==> src/rtl/router_pkg.sv <==
// Packet format constants shared by the port receiver and sender.
// A packet is DST, SIZE, n data bytes and a CRC byte (XOR of everything before it).
package router_pkg;

   typedef enum logic [1:0] {
      IDLE = 2'd0,
      LOAD = 2'd1,
      SEND = 2'd2
   } state_t;

   localparam int         OFS_DST     = 0;
   localparam int         OFS_SIZE    = 1;
   localparam logic [2:0] SIZE_MASK   = 3'b111;
   localparam int         HDR_CRC_OVH = 3;

   // A zero SIZE field encodes the maximum of 8 data bytes.
   function automatic logic [3:0] pkt_len(input logic [2:0] size_field);
      logic [2:0] n;
      n = size_field & SIZE_MASK;
      if (n == 3'd0) begin
         pkt_len = 4'd8 + 4'(HDR_CRC_OVH);
      end else begin
         pkt_len = {1'b0, n} + 4'(HDR_CRC_OVH);
      end
   endfunction

endpackage

==> src/rtl/port_packet_sender.sv <==
// Port output stage: replays committed packets from the port buffer as a
// valid/ready byte stream, checking the XOR CRC and releasing the slot at the end.
module port_packet_sender
   import router_pkg::*;
#(
   parameter int PTR_IN_SZ = 4,
   parameter int UWIDTH    = 8
) (
   input  logic                 clk1,
   input  logic                 rst,
   input  logic                 rempty_i,
   output logic [PTR_IN_SZ-1:0] raddr_o,
   input  logic [UWIDTH-1:0]    rdata_i,
   output logic                 rinc_o,
   output logic [UWIDTH-1:0]    pdata_o,
   output logic                 packet_valid_o,
   input  logic                 read_enb_i,
   output logic                 crc_err_o,
   output logic                 busy_o
);

   localparam logic [3:0]           IDX_DST  = 4'(OFS_DST);
   localparam logic [3:0]           IDX_SIZE = 4'(OFS_SIZE);
   localparam logic [PTR_IN_SZ-1:0] ADDR_ONE = {{(PTR_IN_SZ-1){1'b0}}, 1'b1};

   function automatic logic [UWIDTH-1:0] crc_step(input logic [UWIDTH-1:0] acc,
                                                  input logic [UWIDTH-1:0] b);
      crc_step = acc ^ b;
   endfunction

   state_t                 state_r, state_s;
   logic [PTR_IN_SZ-1:0]   raddr_r, raddr_s;
   logic [UWIDTH-1:0]      pdata_r, pdata_s;
   logic [UWIDTH-1:0]      crc_r, crc_s;
   logic [3:0]             idx_r, idx_s;
   logic [3:0]             len_r, len_s;
   logic                   valid_r, valid_s;
   logic                   rinc_r, rinc_s;
   logic                   crc_err_r, crc_err_s;
   logic                   accept_s;
   logic [3:0]             len_eff_s;
   logic                   last_s;
   logic                   crc_next_s;

   // Length is only known once SIZE sits in pdata, so decode it on that byte.
   assign accept_s   = valid_r & read_enb_i;
   assign len_eff_s  = (idx_r == IDX_SIZE) ? pkt_len(pdata_r[2:0]) : len_r;
   assign last_s     = (idx_r > IDX_SIZE) && (idx_r == len_eff_s - 4'd1);
   assign crc_next_s = (idx_r > IDX_SIZE) && (idx_r == len_eff_s - 4'd2);

   // FSM state register.
   always_ff @(posedge clk1) begin
      if (!rst) begin
         state_r <= IDLE;
      end else begin
         state_r <= state_s;
      end
   end

   // Next-state and datapath decode; the accumulator never absorbs the CRC byte.
   always_comb begin
      state_s   = state_r;
      raddr_s   = raddr_r;
      pdata_s   = pdata_r;
      crc_s     = crc_r;
      idx_s     = idx_r;
      len_s     = len_r;
      valid_s   = valid_r;
      rinc_s    = 1'b0;
      crc_err_s = 1'b0;
      case (state_r)
         IDLE: begin
            raddr_s = '0;
            if (!rempty_i) begin
               state_s = LOAD;
            end else begin
               state_s = IDLE;
            end
         end
         LOAD: begin
            pdata_s = rdata_i;
            valid_s = 1'b1;
            crc_s   = rdata_i;
            idx_s   = IDX_DST;
            len_s   = 4'd0;
            raddr_s = ADDR_ONE;
            state_s = SEND;
         end
         SEND: begin
            if (accept_s) begin
               len_s = len_eff_s;
               if (last_s) begin
                  valid_s   = 1'b0;
                  rinc_s    = 1'b1;
                  crc_err_s = (pdata_r != crc_r);
                  raddr_s   = '0;
                  idx_s     = 4'd0;
                  state_s   = IDLE;
               end else begin
                  pdata_s = rdata_i;
                  raddr_s = raddr_r + ADDR_ONE;
                  idx_s   = idx_r + 4'd1;
                  if (crc_next_s) begin
                     crc_s = crc_r;
                  end else begin
                     crc_s = crc_step(crc_r, rdata_i);
                  end
               end
            end else begin
               state_s = SEND;
            end
         end
         default: begin
            state_s = IDLE;
            valid_s = 1'b0;
            raddr_s = '0;
         end
      endcase
   end

   // Datapath and output registers.
   always_ff @(posedge clk1) begin
      if (!rst) begin
         raddr_r   <= '0;
         pdata_r   <= '0;
         crc_r     <= '0;
         idx_r     <= 4'd0;
         len_r     <= 4'd0;
         valid_r   <= 1'b0;
         rinc_r    <= 1'b0;
         crc_err_r <= 1'b0;
      end else begin
         raddr_r   <= raddr_s;
         pdata_r   <= pdata_s;
         crc_r     <= crc_s;
         idx_r     <= idx_s;
         len_r     <= len_s;
         valid_r   <= valid_s;
         rinc_r    <= rinc_s;
         crc_err_r <= crc_err_s;
      end
   end

   assign raddr_o        = raddr_r;
   assign pdata_o        = pdata_r;
   assign packet_valid_o = valid_r;
   assign rinc_o         = rinc_r;
   assign crc_err_o      = crc_err_r;
   assign busy_o         = (state_r != IDLE);

endmodule

==> config.mk <==
export PLATFORM = sky130hd
export DESIGN_NAME = port_packet_sender
export DESIGN_NICKNAME = d
export VERILOG_FILES = /design/src/rtl/router_pkg.sv /design/src/rtl/port_packet_sender.sv
export SDC_FILE = /design/constraint.sdc
export NUM_CORES = 1
export LEC_CHECK = 0
export ABC_AREA = 1
export CAP_MARGIN = 0
export CORE_MARGIN = 4
export CORE_UTILIZATION = 55
export CTS_CLUSTER_SIZE = 40
export DETAILED_ROUTE_END_ITERATION = 7
export PLACE_DENSITY = 0.82
export SYNTH_ARGS = -nofsm -noshare
export SYNTH_HDL_FRONTEND = slang
export SYNTH_SLANG_ARGS = --single-unit
==> constraint.sdc <==
create_clock -name clk1 -period 3 [get_ports clk1]
set_clock_uncertainty 0.2 [all_clocks]
set_input_delay 0.9 -clock clk1 [delete_from_list [all_inputs] [get_ports clk1]]
set_output_delay 0.9 -clock clk1 [all_outputs]
set_load 0.01 [all_outputs]
==> metrics.txt, run 1 <==
status finished clean; fin nets 369; Die Span Y 71.04 um; Cell Count, Final, Fillers Out 392; global-route usage over all layers 0.1954; TNS Setup 0 ps; CTS root buf clkbuf_8; Inst Count DP 386; Slowest cell on crit path dfxtp_2; nature of the critical path endpoint flip-flop; CP peak stage delay 370 ps; worst-margin pin slew 756.0 ps; startpoint types flip-flop; HPWL after DPL 3.461 mm; DR iter-0 viols 119; ant diodes 0; worst skew pair latency 290 ps; DRT Wirelength 4.658 mm; layout cells sized above 1 0.1163; post-route ant nets 0; Setup CP Type flip-flop to flip-flop; H-tree levels 2; Critical Path RT 2980 ps; fmax 0.3566 GHz; P_leak 0.001103 uW; # clock sinks 33; Yosys warnings 0; # setup viols final 0; Crit Path Max Fanout 16; clock power share 0.259; largest net degree at the start of global routing 33; post-synthesis cell area 2186 sq um; clk buf depth 2; R2R Setup Slk 200 ps; CTS tree done; crit-path cells inv_1 -> ha_1 -> nand2_2 -> inv_2 -> nor2_4 -> nand2_2 -> nand2_2 -> inv_1 -> ha_1 -> xnor2_1 -> nor2_1 -> nand3_1 -> nor2_1 -> nand3_1 -> nand2_1 -> nand2_1 -> buf_4 -> a21oi_1 -> nor2_1; ys flop type dfxtp_1; hold path cells 2; DRC viols 0; GRT overflow 0; Clock Pin Slew Worst Setup and Hold Paths 70 ps; Worst slew margin 0.4960; maxcap violations 0; Pins Over Slew Limit 0; VDD IR-drop max 0.3194 mV; Fin. Hold Viols 0; Sw Share 0.3400; PortBufs 27; Pre-antenna DRT Iters 4; Mapped Nets 339; PD cells 471.9 nW/um^2; Seq pwr share 0.422; Fin Hold WS 269.6 ps; WL/cell 11.88 um; Die W 71.04 um; sequential area share after synthesis 0.3022; most common library cells after synthesis 78 x nand2_1, 37 x inv_1, 33 x dfxtp_1; min cycle time layout 2804 ps; #FFs+latches synth 33; largest cells by area after synthesis dfxtp_1 30%, nand2_1 13%, ha_1 6.9%; crit share post-route 0.9348; Mapped Cells 315; most common cell in the netlist nand2_1; Layout area overhead 17.69%; final core utilization 0.6872; initial antenna violation count 0; CORE AREA 3744 sq um; post-synth top area share 0.3022; setup bufs post-CTS 0; Int Pwr 801.2 uW; IO Count 28; vias 1,980; Hold WC Path Type flip-flop to flip-flop; Mapped Avg Cell Area 6.939 sq um; full die area 5047 sq um; R2R depth 19; EDFF count, synth 0; Starting Density 0.5839; vias in the first global route 1,864; std cell rows 22; total CTS buffers 5; Pwr Total 1214 uW; Synth area leader dfxtp_1; Synth cell types 25; GP Congestion 0.9376; first-pass GRT wire length 8.079 mm; sw power 412.8 uW; ys async rst share 0; logic gate share of total power 0.319; vias per cell 5.051; CP Data Arrival Time 2780 ps
worst max-delay path, delay by kind of cell (launching register included):
kind | cells | cell delay, ps
buf+inv | 4 | 390
compound gates | 1 | 180
fa+ha+maj | 2 | 500
simple gates | 11 | 930
flops | 1 | 370
xor+xnor | 1 | 130
layout make-up:
cell class | instances | area [sq um]
repair buffers | 34 | 322.8
clock buffers | 5 | 68.82
clock inverters | 1 | 5.005
multi-input cells | 231 | 1304
well taps | 48 | 60.06
flip-flops and latches | 33 | 661.9
fillers | 327 | 1171
inverters | 40 | 150.1
metrics by stage:
step | instance area, sq um | setup slack [ps]
5_1_grt | 2572 | -2.494
3_3_place_gp | 2486 | 270.5
3_5_place_dp | 2486 | 157.5
4_1_cts | 2560 | 137.7
2_1_floorplan | 2186 | 331.4
6_report | 2572 | 195.6
registers in the layout, indices dropped and copies added (netlist names):
signal	cells
crc_r	8
pdata_o	8
rinc_o	1
crc_err_o	1
len_r	4
state_r	2
raddr_o	4
idx_r	4
packet_valid_o	1
repair_timing:
| action | 4_1_cts | 5_1_grt |
|---|---|---|
| hold buffers | 0 | 0 |
| resized for setup | 0 | 3 |
| setup endpoints to repair | 0 | 16 |
cells in the final DEF, fill, tap and decap left out:
master           synthesis  layout
nand3_1                 25      25
inv_2                    3       3
nand2_8                  0       1
or2_2                    2       2
o21ai_0                  4       4
inv_1                   37      37
nor2_2                   1       1
xor2_1                  14      14
nand2_2                  5       5
ha_2                     0       1
ha_1                    12      11
nor2_4                   3       3
dfxtp_1                 33      32
clkinv_2                 0       1
clkbuf_8                 0       5
nand2_1                 78      78
a21oi_1                 25      25
nor2_1                  32      32
nor3_1                   1       1
buf_4                    0       7
nor4_1                   1       1
nand3_2                  7       7
clkdlybuf4s50_1          0      27
dfxtp_2                  0       1
nand4_1                  7       7
nand2_4                  4       3
xnor2_1                  8       8
o22ai_1                  2       2
kinds of logic (layout without fill, tap and decap cells):
| logic type | count (synthesis) | count (layout) | share of synthesized area |
|---|---|---|---|
| simple gates | 166 | 166 | 0.3623 |
| buf+inv | 51 | 80 | 0.1065 |
| flops | 33 | 33 | 0.3022 |
| compound gates | 31 | 31 | 0.07212 |
| fa+ha+maj | 12 | 12 | 0.06869 |
| xor+xnor | 22 | 22 | 0.08815 |
power groups by stage:
stage | Combinational, uW | Sequential, uW | Clock, uW
6_report | 387 | 512 | 314
5_1_grt | 434 | 519 | 335
4_1_cts | 387 | 512 | 318
3_5_place_dp | 385 | 521 | 0
3_3_place_gp | 376 | 519 | 0
2_1_floorplan | 267 | 526 | 0
metal layers:
metal	routed length, um	part of all wire	GRT usage
met5	0	0	0
met4	73	0.016	0.07098
met3	178	0.038	0.04119
met2	2106	0.45	0.3162
met1	2300	0.49	0.2560
worst paths after layout:
path / from / end
worst max-delay path: pdata_o[1] / crc_r[7]
worst min-delay path: len_r[1] / len_r[1]
worst max register to register: pdata_o[1] / crc_r[7]
worst min register to register: len_r[1] / len_r[1]
No activity file was read; power rests on OpenSTA's default activity.
==> inputs of run 2 (changes only) <==
--- a/config.mk
+++ b/config.mk
@@ -6,11 +6,12 @@
 export NUM_CORES = 1
 export LEC_CHECK = 0
 export ABC_AREA = 1
-export CAP_MARGIN = 0
+export CAP_MARGIN = 10
 export CORE_MARGIN = 4
 export CORE_UTILIZATION = 55
 export CTS_CLUSTER_SIZE = 40
 export DETAILED_ROUTE_END_ITERATION = 7
+export GPL_ROUTABILITY_DRIVEN = 1
 export PLACE_DENSITY = 0.82
 export SYNTH_ARGS = -nofsm -noshare
 export SYNTH_HDL_FRONTEND = slang
==> results of run 2 <==
No change in the layout: final DEF, timing and power equal those of run 1.
==> inputs of run 3 (changes only) <==
--- a/config.mk
+++ b/config.mk
@@ -9,10 +9,12 @@
 export CAP_MARGIN = 10
 export CORE_MARGIN = 4
 export CORE_UTILIZATION = 55
-export CTS_CLUSTER_SIZE = 40
+export CTS_CLUSTER_SIZE = 30
 export DETAILED_ROUTE_END_ITERATION = 7
 export GPL_ROUTABILITY_DRIVEN = 1
+export MAX_ROUTING_LAYER = met4
 export PLACE_DENSITY = 0.82
+export SLEW_MARGIN = 5
 export SYNTH_ARGS = -nofsm -noshare
 export SYNTH_HDL_FRONTEND = slang
 export SYNTH_SLANG_ARGS = --single-unit
==> run 3 against run 2 <==
- sequential power is essentially flat
- combinational power is essentially flat
- flip-flop and latch count is the same
- setup slack gained 67 ps
- register-to-register slack gained 70 ps
- non-clock buffer count is the same
- critical path depth is the same
- critical path type unchanged
- critical endpoint is now crc_r[1]
- power grew 2.7%
==> metrics.txt, run 3 (synthesis results as in run 1) <==
HPWL after DPL 3.418 mm; Fin Hold WS 279.8 ps; Starting Density 0.5839; # clock sinks 33; Fill cells 330; DRC viols 0; initial antenna violation count 0; hold path cells 2; CTS tree done; VDD IR-drop max 0.3741 mV; global-route usage over all layers 0.2040; R2R Setup Slk 260 ps; nature of the critical path endpoint flip-flop; Layout area overhead 18.55%; DRT Wirelength 4.593 mm; # setup viols final 0; P_leak 0.001107 uW; Hold WC Path Type flip-flop to flip-flop; PD cells 481.2 nW/um^2; clk buf depth 2; layout cells sized above 1 0.1188; PortBufs 27; Fin. Hold Viols 0; WL/cell 11.69 um; setup ws final 262.1 ps; fmax 0.3652 GHz; CTS root buf clkbuf_8; CORE AREA 3744 sq um; Die W 71.04 um; total CTS buffers 5; H-tree levels 2; crit-path cells inv_1 -> ha_1 -> nand2_2 -> inv_2 -> nor2_4 -> nand2_2 -> nand2_2 -> inv_1 -> ha_1 -> xnor2_1 -> nor2_1 -> nand3_1 -> nor2_1 -> nand3_1 -> nand2_1 -> nand2_1 -> buf_4 -> a21oi_1 -> nor2_1; Clock Pin Slew Worst Setup and Hold Paths 70 ps; min cycle time layout 2738 ps; Pins Over Slew Limit 0; full die area 5047 sq um; first-pass GRT wire length 8.238 mm; most frequent cells in the layout 78 x nand2_1, 37 x inv_1, 32 x nor2_1, 32 x dfxtp_1, 27 x clkdlybuf4s50_1; Hold-fix buffers, CTS 0; maxcap violations 0; vias 2,001; IO Count 28; GP Congestion 0.9444; CP peak stage delay 370 ps; worst skew pair latency 280 ps; setup bufs post-CTS 0; Setup CP Type flip-flop to flip-flop; RSZ-0062 raised after global routing no; Worst slew margin 0.4882; post_cts resized 0; post-route ant nets 0; Crit Path Max Fanout 16; worst-margin pin slew 767.7 ps; vias per cell 5.092; std cell rows 22; fin nets 369; CP Data Arrival Time 2710 ps; vias in the first global route 1,848; status finished clean; R2R depth 19; Pre-antenna DRT Iters 5; TNS Setup 0 ps; DR iter-0 viols 190; ant diodes 0; Slowest cell on crit path dfxtp_4; GRT overflow 0; Place WS 201.7 ps; startpoint types flip-flop; Critical Path RT 2980 ps; Die Span Y 71.04 um; commonest non-fill, non-tap cell in the layout nand2_1; largest net degree at the start of global routing 33; crit share post-route 0.9126
run 3: path summary, 6_finish.rpt:
path,from,to
min,len_r[1],len_r[1]
min reg2reg,len_r[1],len_r[1]
max,pdata_o[1],crc_r[1]
max reg2reg,pdata_o[1],crc_r[1]
run 3: power by group:
part	internal, uW	switching [uW]
sequential	477	34.8
clock	181	167
combinational	172	215
run 3: final cells by class:
cell class                 instances  area, sq um  share of cell area
clock buffer                       6        82.58             0.03187
clock inverter                     1        7.507            0.002897
inverter                          40        150.1             0.05794
multi-input combinational        231         1304              0.5031
sequential                        33        664.4              0.2564
tap                               48        60.06             0.02318
timing repair buffer              34        322.8              0.1246
run 3: layer usage:
metal | track usage | vias to the layer above | wire (um)
met1 | 0.2819 | 888 | 2234
met4 | 0.05637 | 0 | 62
met2 | 0.2956 | 49 | 2068
li1 | - | 1057 | -
met5 | - | - | 0
met3 | 0.04972 | 7 | 227
run 3: worst max-delay path: cells and delay by family, from the launching register on:
kind            cells  cell delay, ps
buf+inv             4             380
simple gates       11             920
flops               1             370
xor+xnor            1             120
compound gates      1             160
fa+ha+maj           2             480
run 3: metrics by stage:
step	util	cell area [sq um]	power, uW	cells
final	0.6922	2591	1247	393
after global placement	0.6641	2486	895.5	386
after CTS	0.6882	2576	1249	393
after detailed placement	0.6641	2486	903.5	386
after global routing	0.6922	2591	1333	393
after floorplan	-	2186	793.3	315
